==> config.mk <==
export PLATFORM = sky130hd
export DESIGN_NAME = fpalu_add_sched_flat
export DESIGN_NICKNAME = d
export VERILOG_FILES = /design/src/rtl/fpalu_pkg.sv /design/src/rtl/fpalu_add_sched_if.sv /design/src/rtl/fpalu_rsp_fifo.sv /design/src/rtl/fpalu_add_sched.sv /design/src/flat_wrapper.sv
export SDC_FILE = /design/constraint.sdc
export NUM_CORES = 1
export LEC_CHECK = 0
export ABC_AREA = 1
export CAP_MARGIN = 20
export CORE_ASPECT_RATIO = 1.25
export CORE_MARGIN = 4
export CORE_UTILIZATION = 40
export CTS_CLUSTER_DIAMETER = 120
export DETAILED_ROUTE_END_ITERATION = 6
export GPL_TIMING_DRIVEN = 0
export PLACE_DENSITY = 0.71
export SLEW_MARGIN = 15
export SYNTH_ARGS = -nofsm -noshare
export SYNTH_HDL_FRONTEND = slang
export SYNTH_SLANG_ARGS = --single-unit
==> constraint.sdc <==
create_clock -name clock -period 4.3 [get_ports clock]
set_input_delay 0.86 -clock clock [delete_from_list [all_inputs] [get_ports clock]]
set_output_delay 0.86 -clock clock [all_outputs]
set_load 0.02 [all_outputs]
==> src/rtl/fpalu_pkg.sv <==
// Shared types for the FP32 adder scheduler: operand word and response FIFO entry.
package fpalu_pkg;
  localparam int FP32_W   = 32;
  localparam int ID_MAX_W = 3;  // wide enough for up to 8 requesters

  typedef logic [FP32_W-1:0] fp32_t;

  typedef struct packed {
    logic [ID_MAX_W-1:0] id;
    fp32_t               sum;
  } rsp_entry_t;
endpackage

==> src/rtl/fpalu_add_sched_if.sv <==
// Bus bundle for the shared-adder scheduler: requester side, adder side, response side.
interface fpalu_add_sched_if
  import fpalu_pkg::*;
#(
  parameter int NUM_REQ = 4,
  parameter int ID_W    = $clog2(NUM_REQ)
);
  logic [NUM_REQ-1:0]        req_valid;
  fp32_t [NUM_REQ-1:0]       req_a;
  fp32_t [NUM_REQ-1:0]       req_b;
  logic [NUM_REQ-1:0]        req_ready;
  logic                      add_valid;
  fp32_t                     add_a;
  fp32_t                     add_b;
  fp32_t                     add_sum;
  logic                      rsp_valid;
  logic [ID_W-1:0]           rsp_id;
  fp32_t                     rsp_sum;
  logic                      rsp_ready;

  // slave: the scheduler itself; master: requesters, adder and consumer around it
  modport slave (
    input  req_valid, req_a, req_b, add_sum, rsp_ready,
    output req_ready, add_valid, add_a, add_b, rsp_valid, rsp_id, rsp_sum
  );
  modport master (
    output req_valid, req_a, req_b, add_sum, rsp_ready,
    input  req_ready, add_valid, add_a, add_b, rsp_valid, rsp_id, rsp_sum
  );
endinterface

==> src/rtl/fpalu_rsp_fifo.sv <==
// Generic first-word-fall-through FIFO; push and pop may coincide, even when full.
module fpalu_rsp_fifo #(
  parameter int WIDTH = 35,
  parameter int DEPTH = 4
) (
  input  logic                       clock,
  input  logic                       reset_n,
  input  logic                       push,
  input  logic [WIDTH-1:0]           din,
  input  logic                       pop,
  output logic [WIDTH-1:0]           dout,
  output logic                       empty,
  output logic                       full,
  output logic [$clog2(DEPTH):0]     count
);
  localparam int AW = $clog2(DEPTH);
  localparam int CW = AW + 1;

  logic [WIDTH-1:0] mem [DEPTH];
  logic [AW-1:0]    rd_ptr, wr_ptr;
  logic [CW-1:0]    cnt;
  logic             do_push, do_pop;

  assign empty   = (cnt == '0);
  assign full    = (cnt == CW'(DEPTH));
  assign count   = cnt;
  assign do_pop  = pop & ~empty;
  assign do_push = push & (~full | do_pop);
  // Head reads as zero when empty so the response port idles at zero after reset.
  assign dout    = empty ? '0 : mem[rd_ptr];

  always_ff @(posedge clock)
    if (do_push) mem[wr_ptr] <= din;

  always_ff @(posedge clock or negedge reset_n)
    if (!reset_n) begin
      rd_ptr <= '0;
      wr_ptr <= '0;
      cnt    <= '0;
    end else begin
      if (do_push) wr_ptr <= wr_ptr + AW'(1);
      if (do_pop)  rd_ptr <= rd_ptr + AW'(1);
      unique case ({do_push, do_pop})
        2'b10:   cnt <= cnt + CW'(1);
        2'b01:   cnt <= cnt - CW'(1);
        default: ;
      endcase
    end

  overflow_chk: assert property (@(posedge clock) disable iff (!reset_n)
    !(push && full && !pop));
endmodule

==> src/rtl/fpalu_add_sched.sv <==
// Round-robin scheduler sharing one fixed-latency FP32 adder; credits keep the
// non-stallable adder from overrunning the in-order response FIFO.
module fpalu_add_sched
  import fpalu_pkg::*;
#(
  parameter int NUM_REQ     = 4,
  parameter int ADD_LATENCY = 3,
  parameter int RSP_DEPTH   = 4,
  parameter int ID_W        = $clog2(NUM_REQ)
) (
  input  logic              clock,
  input  logic              reset_n,
  fpalu_add_sched_if.slave  bus
);
  localparam int STAGES = ADD_LATENCY - 1;
  localparam int CNT_W  = $clog2(RSP_DEPTH) + 1;

  logic [ID_W-1:0]             ptr, win, win_hi, win_lo, ptr_nxt;
  logic [NUM_REQ-1:0]          hi_req;
  logic                        found, found_hi, credit_ok, issue, retire, pop;
  logic [STAGES:0]             vld_pipe;
  logic [STAGES:0][ID_W-1:0]   id_pipe;
  logic [CNT_W-1:0]            inflight, fifo_count;
  logic [CNT_W:0]              used;
  logic                        fifo_empty, fifo_full;
  rsp_entry_t                  push_ent, head;

  // Credit uses registered counts only: a pop this cycle frees a slot next cycle.
  assign used      = {1'b0, fifo_count} + {1'b0, inflight};
  assign credit_ok = used < (CNT_W+1)'(RSP_DEPTH);

  // Requesters at or above ptr get first pick; otherwise wrap to the lowest index.
  assign hi_req = bus.req_valid & ~((NUM_REQ'(1) << ptr) - NUM_REQ'(1));

  always_comb begin
    win_hi   = '0;
    win_lo   = '0;
    found_hi = 1'b0;
    for (int i = NUM_REQ-1; i >= 0; i--) begin
      if (hi_req[i]) begin
        found_hi = 1'b1;
        win_hi   = ID_W'(i);
      end
      if (bus.req_valid[i]) win_lo = ID_W'(i);
    end
  end

  assign found   = |bus.req_valid;
  assign win     = found_hi ? win_hi : win_lo;
  assign issue   = found & credit_ok & reset_n;
  assign ptr_nxt = (win == ID_W'(NUM_REQ-1)) ? '0 : win + ID_W'(1);

  always_comb begin
    bus.req_ready = '0;
    if (issue) bus.req_ready[win] = 1'b1;
  end

  assign retire = vld_pipe[STAGES];

  always_ff @(posedge clock or negedge reset_n)
    if (!reset_n) begin
      ptr           <= '0;
      bus.add_valid <= 1'b0;
      bus.add_a     <= '0;
      bus.add_b     <= '0;
      vld_pipe      <= '0;
      id_pipe       <= '0;
      inflight      <= '0;
    end else begin
      bus.add_valid <= issue;
      // Tag stage 0 loads on the same edge as add_valid, so the tail lines up with add_sum.
      vld_pipe[0]   <= issue;
      id_pipe[0]    <= win;
      for (int s = 1; s <= STAGES; s++) begin
        vld_pipe[s] <= vld_pipe[s-1];
        id_pipe[s]  <= id_pipe[s-1];
      end
      if (issue) begin
        ptr       <= ptr_nxt;
        bus.add_a <= bus.req_a[win];
        bus.add_b <= bus.req_b[win];
      end
      unique case ({issue, retire})
        2'b10:   inflight <= inflight + CNT_W'(1);
        2'b01:   inflight <= inflight - CNT_W'(1);
        default: ;
      endcase
    end

  assign push_ent.id  = ID_MAX_W'(id_pipe[STAGES]);
  assign push_ent.sum = bus.add_sum;
  assign pop          = ~fifo_empty & bus.rsp_ready;

  fpalu_rsp_fifo #(
    .WIDTH ($bits(rsp_entry_t)),
    .DEPTH (RSP_DEPTH)
  ) u_rsp_fifo (
    .clock   (clock),
    .reset_n (reset_n),
    .push    (retire),
    .din     (push_ent),
    .pop     (pop),
    .dout    (head),
    .empty   (fifo_empty),
    .full    (fifo_full),
    .count   (fifo_count)
  );

  assign bus.rsp_valid = ~fifo_empty;
  assign bus.rsp_id    = head.id[ID_W-1:0];
  assign bus.rsp_sum   = head.sum;

  grant_onehot: assert property (@(posedge clock) disable iff (!reset_n)
    $onehot0(bus.req_ready));
  credit_bound: assert property (@(posedge clock) disable iff (!reset_n)
    used <= (CNT_W+1)'(RSP_DEPTH));
endmodule

==> src/flat_wrapper.sv <==
// flat-port wrapper written by rule: the top's interface ports become plain ports
module fpalu_add_sched_flat import fpalu_pkg::*;
#(
  parameter int NUM_REQ     = 4,
  parameter int ADD_LATENCY = 3,
  parameter int RSP_DEPTH   = 4,
  parameter int ID_W        = $clog2(NUM_REQ)
)
  (clock, reset_n, bus_req_valid, bus_req_a, bus_req_b, bus_add_sum, bus_rsp_ready, bus_req_ready, bus_add_valid, bus_add_a, bus_add_b, bus_rsp_valid, bus_rsp_id, bus_rsp_sum);
  fpalu_add_sched_if #(.NUM_REQ(NUM_REQ), .ID_W(ID_W)) bus_i ();
  input  logic clock;
  input  logic reset_n;
  input wire logic [$bits(bus_i.req_valid)-1:0] bus_req_valid;
  input wire logic [$bits(bus_i.req_a)-1:0] bus_req_a;
  input wire logic [$bits(bus_i.req_b)-1:0] bus_req_b;
  input wire logic [$bits(bus_i.add_sum)-1:0] bus_add_sum;
  input wire logic [$bits(bus_i.rsp_ready)-1:0] bus_rsp_ready;
  output wire logic [$bits(bus_i.req_ready)-1:0] bus_req_ready;
  output wire logic [$bits(bus_i.add_valid)-1:0] bus_add_valid;
  output wire logic [$bits(bus_i.add_a)-1:0] bus_add_a;
  output wire logic [$bits(bus_i.add_b)-1:0] bus_add_b;
  output wire logic [$bits(bus_i.rsp_valid)-1:0] bus_rsp_valid;
  output wire logic [$bits(bus_i.rsp_id)-1:0] bus_rsp_id;
  output wire logic [$bits(bus_i.rsp_sum)-1:0] bus_rsp_sum;
  assign bus_i.req_valid = bus_req_valid;
  assign bus_i.req_a = bus_req_a;
  assign bus_i.req_b = bus_req_b;
  assign bus_i.add_sum = bus_add_sum;
  assign bus_i.rsp_ready = bus_rsp_ready;
  assign bus_req_ready = bus_i.req_ready;
  assign bus_add_valid = bus_i.add_valid;
  assign bus_add_a = bus_i.add_a;
  assign bus_add_b = bus_i.add_b;
  assign bus_rsp_valid = bus_i.rsp_valid;
  assign bus_rsp_id = bus_i.rsp_id;
  assign bus_rsp_sum = bus_i.rsp_sum;
  fpalu_add_sched #(.NUM_REQ(NUM_REQ), .ADD_LATENCY(ADD_LATENCY), .RSP_DEPTH(RSP_DEPTH), .ID_W(ID_W)) u_core (.clock(clock), .reset_n(reset_n), .bus(bus_i));
endmodule
# ---- Yosys cells after proc, flatten, opt, wreduce, memory -nomap -nowiden
# Memories as Yosys holds them, arrays and structs flattened.
# Index checks and enable logic that the tools add are counted.
dict set report totals {
  mem_count 1
  word_cells 73
  inputBits 295
  mem_bits_ro 0
  output_inout_bits 104
  ram_bits 136
  register_bits 86
  latch_bits 0
}
dict set report op_classes {
  n_mul 0
  div_mod_pow 0
  n_reduce_logical 5
  n_mux 26
  bitwise 10
  n_eq_ne 6
  addsub 9
  n_shift 1
  order_cmp 3
}
# name depth word_bits rd rd_ports_with_merged_regs wr line_no
set memory_table {}
lappend memory_table {u_core.u_rsp_fifo.mem 4 34 1 0 1 fpalu_rsp_fifo.sv:19} ;# logic [WIDTH-1:0] mem [DEPTH];
# operator count
set op_table {}
lappend op_table {{$bmux 32 s2} 2}
lappend op_table {{$mux 32} 2}
lappend op_table {{$mux 34} 1}
lappend op_table {{$mux 2} 10}
lappend op_table {{$pmux 3 s2} 2}
lappend op_table {{$mux 1} 7}
lappend op_table {{$add 2x1->2 const B} 3}
lappend op_table {{$add 3x1->3 const B} 2}
lappend op_table {{$eq 2x2->1 const B} 3}
lappend op_table {{$sub 3x1->3 const B} 2}
lappend op_table {{$and 1x1->1} 5}
lappend op_table {{$add 3x3->4} 1}
lappend op_table {{$and 4x4->4} 1}
lappend op_table {{$eq 2x1->1 const B} 2}
lappend op_table {{$lt 4x3->1 const B} 1}
lappend op_table {{$mux 4} 1}
lappend op_table {{$not 4->4} 1}
lappend op_table {{$reduce_bool 2->1} 2}
lappend op_table {{$reduce_or 4->1} 1}
lappend op_table {{$shl 1x2->4 const A} 1}
lappend op_table {{$sub 4x1->4 const B} 1}
lappend op_table {{$eq 3x3->1 const B} 1}
lappend op_table {{$logic_not 3->1} 1}
lappend op_table {{$lt 2x3->1 const B} 1}
lappend op_table {{5 further kinds} 6}

# ---- Depth between registers and ports, before layout
# Gate-level depths: netlist (run 1).
dict set report depth {
  ltp_word 14
  depth_mapped 13
  ltp_nobuf 11
}

# ---- Cells and area by module
# From an unflattened synthesis (run 1), not the netlist that was laid out.
dict set report unflattened {
  cells_unflattened 1576
  hier_area_um2 12263.0
}
# module area_each_um2 instances cells_per_inst seq_area_each_um2
set modules_own_cells {}
lappend modules_own_cells {fpalu_add_sched 6349.8 1 1109 1951.9}
lappend modules_own_cells {fpalu_rsp_fifo 5913.2 1 467 4379.2}

# ---- Least setup slack after synthesis (run 1)
# Ideal clock, no wire load.
dict set report synth_path {
  kind {input to register}
  from {input bus_rsp_ready}
  to {memory u_core.u_rsp_fifo.mem[0][0] (netlist name), enable pin}
  required_time_ps 3875
  arrival_ps 2782
  cell_stages 4
  n_path_buf 0
  setup_time_ps 425
  path_slack_ps 1092
  path_cell_list {inv_1 -> a31oi_1 -> inv_1 -> nor2_1}
}
dict set report synth_via {
  elab_chain_cells 6
}
# element line_no
set synth_rtl {}
lappend synth_rtl {{from (decl)} flat_wrapper.sv:17} ;# input wire logic [$bits(bus_i.rsp_ready)-1:0] bus_rsp_ready;
lappend synth_rtl {{$and 1x1->1} fpalu_add_sched.sv:92} ;# assign pop = ~fifo_empty & bus.rsp_ready;
lappend synth_rtl {{$and 1x1->1} fpalu_rsp_fifo.sv:27} ;# assign do_pop = pop & ~empty;
lappend synth_rtl {{$or 1x1->1} fpalu_rsp_fifo.sv:28} ;# assign do_push = push & (~full | do_pop);
lappend synth_rtl {{$and 1x1->1} fpalu_rsp_fifo.sv:28}
lappend synth_rtl {{$mux 1} fpalu_rsp_fifo.sv:33} ;# if (do_push) mem[wr_ptr] <= din;
lappend synth_rtl {{$mux 1 (not written as such)} fpalu_rsp_fifo.sv:33}
lappend synth_rtl {{to (decl)} fpalu_rsp_fifo.sv:19}
# Every way passes these cells.

# ---- Worst setup path in the final report (run 1)
dict set report layout_path {
  from {register u_core.u_rsp_fifo.rd_ptr[0]}
  to {output bus_rsp_sum[30]}
}
dict set report layout_via {
  elab_chain_cells 2
}
# element line_no
set layout_rtl {}
lappend layout_rtl {{from (decl)} fpalu_rsp_fifo.sv:20} ;# logic [AW-1:0] rd_ptr, wr_ptr;
lappend layout_rtl {{from (signal assigned)} fpalu_rsp_fifo.sv:42} ;# if (do_pop) rd_ptr <= rd_ptr + AW'(1);
lappend layout_rtl {{$mem_v2 4x34} --}
lappend layout_rtl {{$mux 34} fpalu_rsp_fifo.sv:30} ;# assign dout = empty ? '0 : mem[rd_ptr];
lappend layout_rtl {{to (decl)} flat_wrapper.sv:24} ;# output wire logic [$bits(bus_i.rsp_sum)-1:0] bus_rsp_sum;
# Every way passes these cells.

==> metrics.txt, run 1 <==
status=completed; hold crit path type=in2async; Primary FF master, synth=edfxtp_1; Critical Path Start=u_core.u_rsp_fifo.rd_ptr[0]; setup violators final=0; register area share after synthesis=0.518; worst reg2reg path depth=9; antenna viol nets, final=0; Clock Path Buffers=3; DRT Wirelength=between 40000 and 50000 µm; Top cell by count, worst path=clkbuf_1; Post-layout nets=2288; post-route clock period utilization=0.901; unrepaired setup endpoints after global routing=no; DIE AREA=32800 µm²; CP Buf/Inv Count=5; CTS tree=done; post-place setup slack=-0.127 ns; Setup CP Type=reg2out; routed len/inst=~19 µm; slowest cell on the critical path=clkdlybuf4s50_1; DR DRC count=0; Pleak=~8.3 nW; CP startpoint kind=flip-flop; headroom to the max-slew limit=0.571; Ports=399; DR vias/cell=4.88; Clock transition at path regs=roughly 0.07 ns; Die Width=between 150 and 200 µm; final core utilization=0.590; Net Count, Synth=approximately 1900; initial antenna violation count=12; PwrDens=644 nW/µm²; IO buf count=just under 400; worst slew pin tran=between 0.6 and 0.7 ns; Top Family by Delay on Critical Path=buffers and inverters; ys async rst share=0.385; CP Capture Type=output port; detailed placement HPWL=between 30000 and 40000 µm; top cells by area, synth=edfxtp_1 (34%), dfrtp_1 (18%), nand2_1 (13%); DR vias=between 10000 and 15000; Critical Path RT=3.44 ns; initial core utilization=0.407; FF-to-FF Start=u_core.u_rsp_fifo.count[2]; number of global-route vias before repair=about 12000; largest net degree at the start of global routing=just under 60; total power=~11 mW; Max Clk Rate=~260 MHz; Final Worst Setup Slack=0.426 ns; Synth cell types=25; fraction of layout cells with a size suffix above 1=0.0566; Fillers=between 2000 and 3000; Clk Latency, worst-skew pair=approximately 0.51 ns; average size of a mapped cell=between 7 and 8 µm²; register bit total from synthesis=221; first-pass GRT wire length=66100 µm; Final min period=between 3 and 4 ns; Crit path depth=7; Post-synth EDFFs=about 140; cell row count=70; TritonRoute pass-1 iters=5; Synth Warn #=0; Peak VDD IR=about 0.00034 V; DRC violation total after the first TritonRoute iteration=~790; Syn Inst Count=1550; # clock sinks=~220; most common cell in the netlist=nand2_1; top cell type's share of synthesized area=0.341; Root Buffer=clkbuf_16; CP peak stage delay=0.65 ns; total global routing overflow=0; Max Cap Violations=0; CP Cell Sequence=buf_2 -> inv_2 -> clkbuf_1 -> clkbuf_1 -> o21ai_0 -> a21oi_1 -> clkdlybuf4s50_1; Layout Skew=about 0.011 ns; total track usage=0.260; CP arrival=between 3 and 4 ns; # hold bufs at CTS=0; Die H=approximately 200 µm; area grow syn2layout=45.0%; Routability Congestion=about 1; reg-to-reg slack, setup=around 1.5 ns; top cells by count, synth=nand2_1 (402), inv_1 (280), nand3_1 (260); post-synth top area cell=edfxtp_1; H-tree lvl count=1; final hold viol count=0; critical-path maximum fanout=10; max-slew violations=0; Num CTS Buffers=23; synthesized cell area=around 12000 µm²; CORE AREA=~29000 µm²; RR Endpoint=u_core.inflight[2]
==> what timing repair did <==
item / CTS / global route
setup buffers: 0 / 2
resized for setup: 2 / 4
setup endpoints to repair: 4 / 4
gates cloned: 0 / 0
pin swaps: 0 / 1
==> power breakdown <==
| group | total [mW] | internal, mW | switching [mW] |
|---|---|---|---|
| combinational | 6.16 | 2.43 | 3.73 |
| sequential | 3.13 | 2.83 | 0.292 |
| clock | 1.89 | 1.08 | 0.816 |
| total | 11.2 | 6.34 | 4.84 |
==> state kept, by name, summed over array words and instances (netlist names) <==
signal                    count
u_core.u_rsp_fifo.count       3
u_core.bus.add_a             32
u_core.u_rsp_fifo.mem       136
u_core.id_pipe                6
u_core.ptr                    2
u_core.inflight               3
u_core.u_rsp_fifo.rd_ptr      2
u_core.vld_pipe               3
u_core.bus.add_b             32
u_core.u_rsp_fifo.wr_ptr      2
==> worst max path at each step <==
stage	slack, ns	to
after global placement	-2.97	bus_req_ready[3]
after global routing	0.23	bus_rsp_id[0]
after detailed placement	-0.13	bus_req_ready[3]
after floorplan	1.09	u_core.u_rsp_fifo.mem[0][0]
after CTS	0.04	bus_req_ready[3]
final	0.43	bus_rsp_sum[30]
==> layer usage <==
metal / part of all wire / track usage / routed length [µm]
met5: 0.0026 / 0 / 116
met4: 0.028 / 0.0722 / 1240
met3: 0.094 / 0.0774 / 4200
met2: 0.51 / 0.465 / 22700
met1: 0.37 / 0.300 / 16400
==> cell families after synthesis <==
family,count (synthesis),share of synthesized area
multiplexers,1,0.000940
flip-flops,221,0.518
AO/OA/AOI/OAI,114,0.0485
XOR/XNOR,6,0.00439
buffers and inverters,380,0.130
AND/OR/NAND/NOR,815,0.283
adder cells (fa/ha/maj),13,0.0148
==> cell type report <==
type	instances	area [µm²]	share of cell area
Timing Repair Buffer	405	4140	0.238
Sequential cell	221	6210	0.358
Clock inverter	8	78.8	0.00454
Clock buffer	34	627	0.0361
Buffer	95	489	0.0282
Inverter	285	1070	0.0616
Tap cell	396	495	0.0285
Multi-Input combinational cell	949	4240	0.244
Antenna cell	5	12.5	0.000720
==> through the flow <==
| stage | cells | setup TNS [ns] | cell area, µm² | hold slack (ns) |
|---|---|---|---|---|
| final | 2398 | 0 | 17400 | 0.216 |
| after global routing | 2396 | 0 | 17400 | 0.229 |
| after CTS | 2391 | 0 | 17300 | 0.213 |
| after detailed placement | 2349 | -0.438 | 16600 | 0.336 |
| after global placement | 2344 | -297.97 | 16500 | 0.334 |
| after floorplan | 1550 | 0 | 12000 | 0.331 |
==> placed cells by master (no fill, tap or decap) <==
| cell | synthesis | routed |
|---|---|---|
| xnor2_1 | 2 | 2 |
| a21oi_2 | 1 | 1 |
| nor2_4 | 0 | 4 |
| nor2_1 | 152 | 148 |
| inv_1 | 280 | 280 |
| xor2_1 | 4 | 4 |
| ha_1 | 11 | 11 |
| nand3_1 | 260 | 259 |
| buf_4 | 21 | 23 |
| mux2_2 | 1 | 1 |
| o31ai_1 | 1 | 1 |
| buf_12 | 0 | 1 |
| buf_16 | 0 | 4 |
| clkbuf_8 | 0 | 1 |
| nand3_2 | 0 | 1 |
| clkinvlp_4 | 0 | 3 |
| clkbuf_16 | 0 | 23 |
| fa_1 | 2 | 2 |
| o21ai_0 | 71 | 71 |
| inv_2 | 3 | 3 |
| clkinv_4 | 0 | 1 |
| clkinv_1 | 2 | 3 |
| bufinv_16 | 0 | 1 |
| nand2_1 | 402 | 402 |
| dfrtp_1 | 85 | 85 |
| a21oi_1 | 38 | 38 |
| o21ai_1 | 1 | 1 |
| o21a_1 | 1 | 1 |
| a31oi_1 | 1 | 1 |
| clkbuf_1 | 27 | 37 |
| inv_6 | 0 | 1 |
| buf_2 | 43 | 43 |
| dlymetal6s2s_1 | 0 | 4 |
| diode_2 | 0 | 5 |
| buf_6 | 0 | 1 |
| clkinv_2 | 0 | 1 |
| clkdlybuf4s50_1 | 0 | 393 |
| edfxtp_1 | 136 | 136 |
| buf_1 | 4 | 4 |
| nor4_1 | 1 | 1 |
Note: power is estimated with default switching activity, not from simulation.
==> inputs of run 2 (changes only) <==
--- a/config.mk
+++ b/config.mk
@@ -10,7 +10,6 @@
 export CORE_ASPECT_RATIO = 1.25
 export CORE_MARGIN = 4
 export CORE_UTILIZATION = 40
-export CTS_CLUSTER_DIAMETER = 120
 export DETAILED_ROUTE_END_ITERATION = 6
 export GPL_TIMING_DRIVEN = 0
 export PLACE_DENSITY = 0.71
==> results of run 2 <==
Final layout, timing and power as in run 1 (identical DEF).
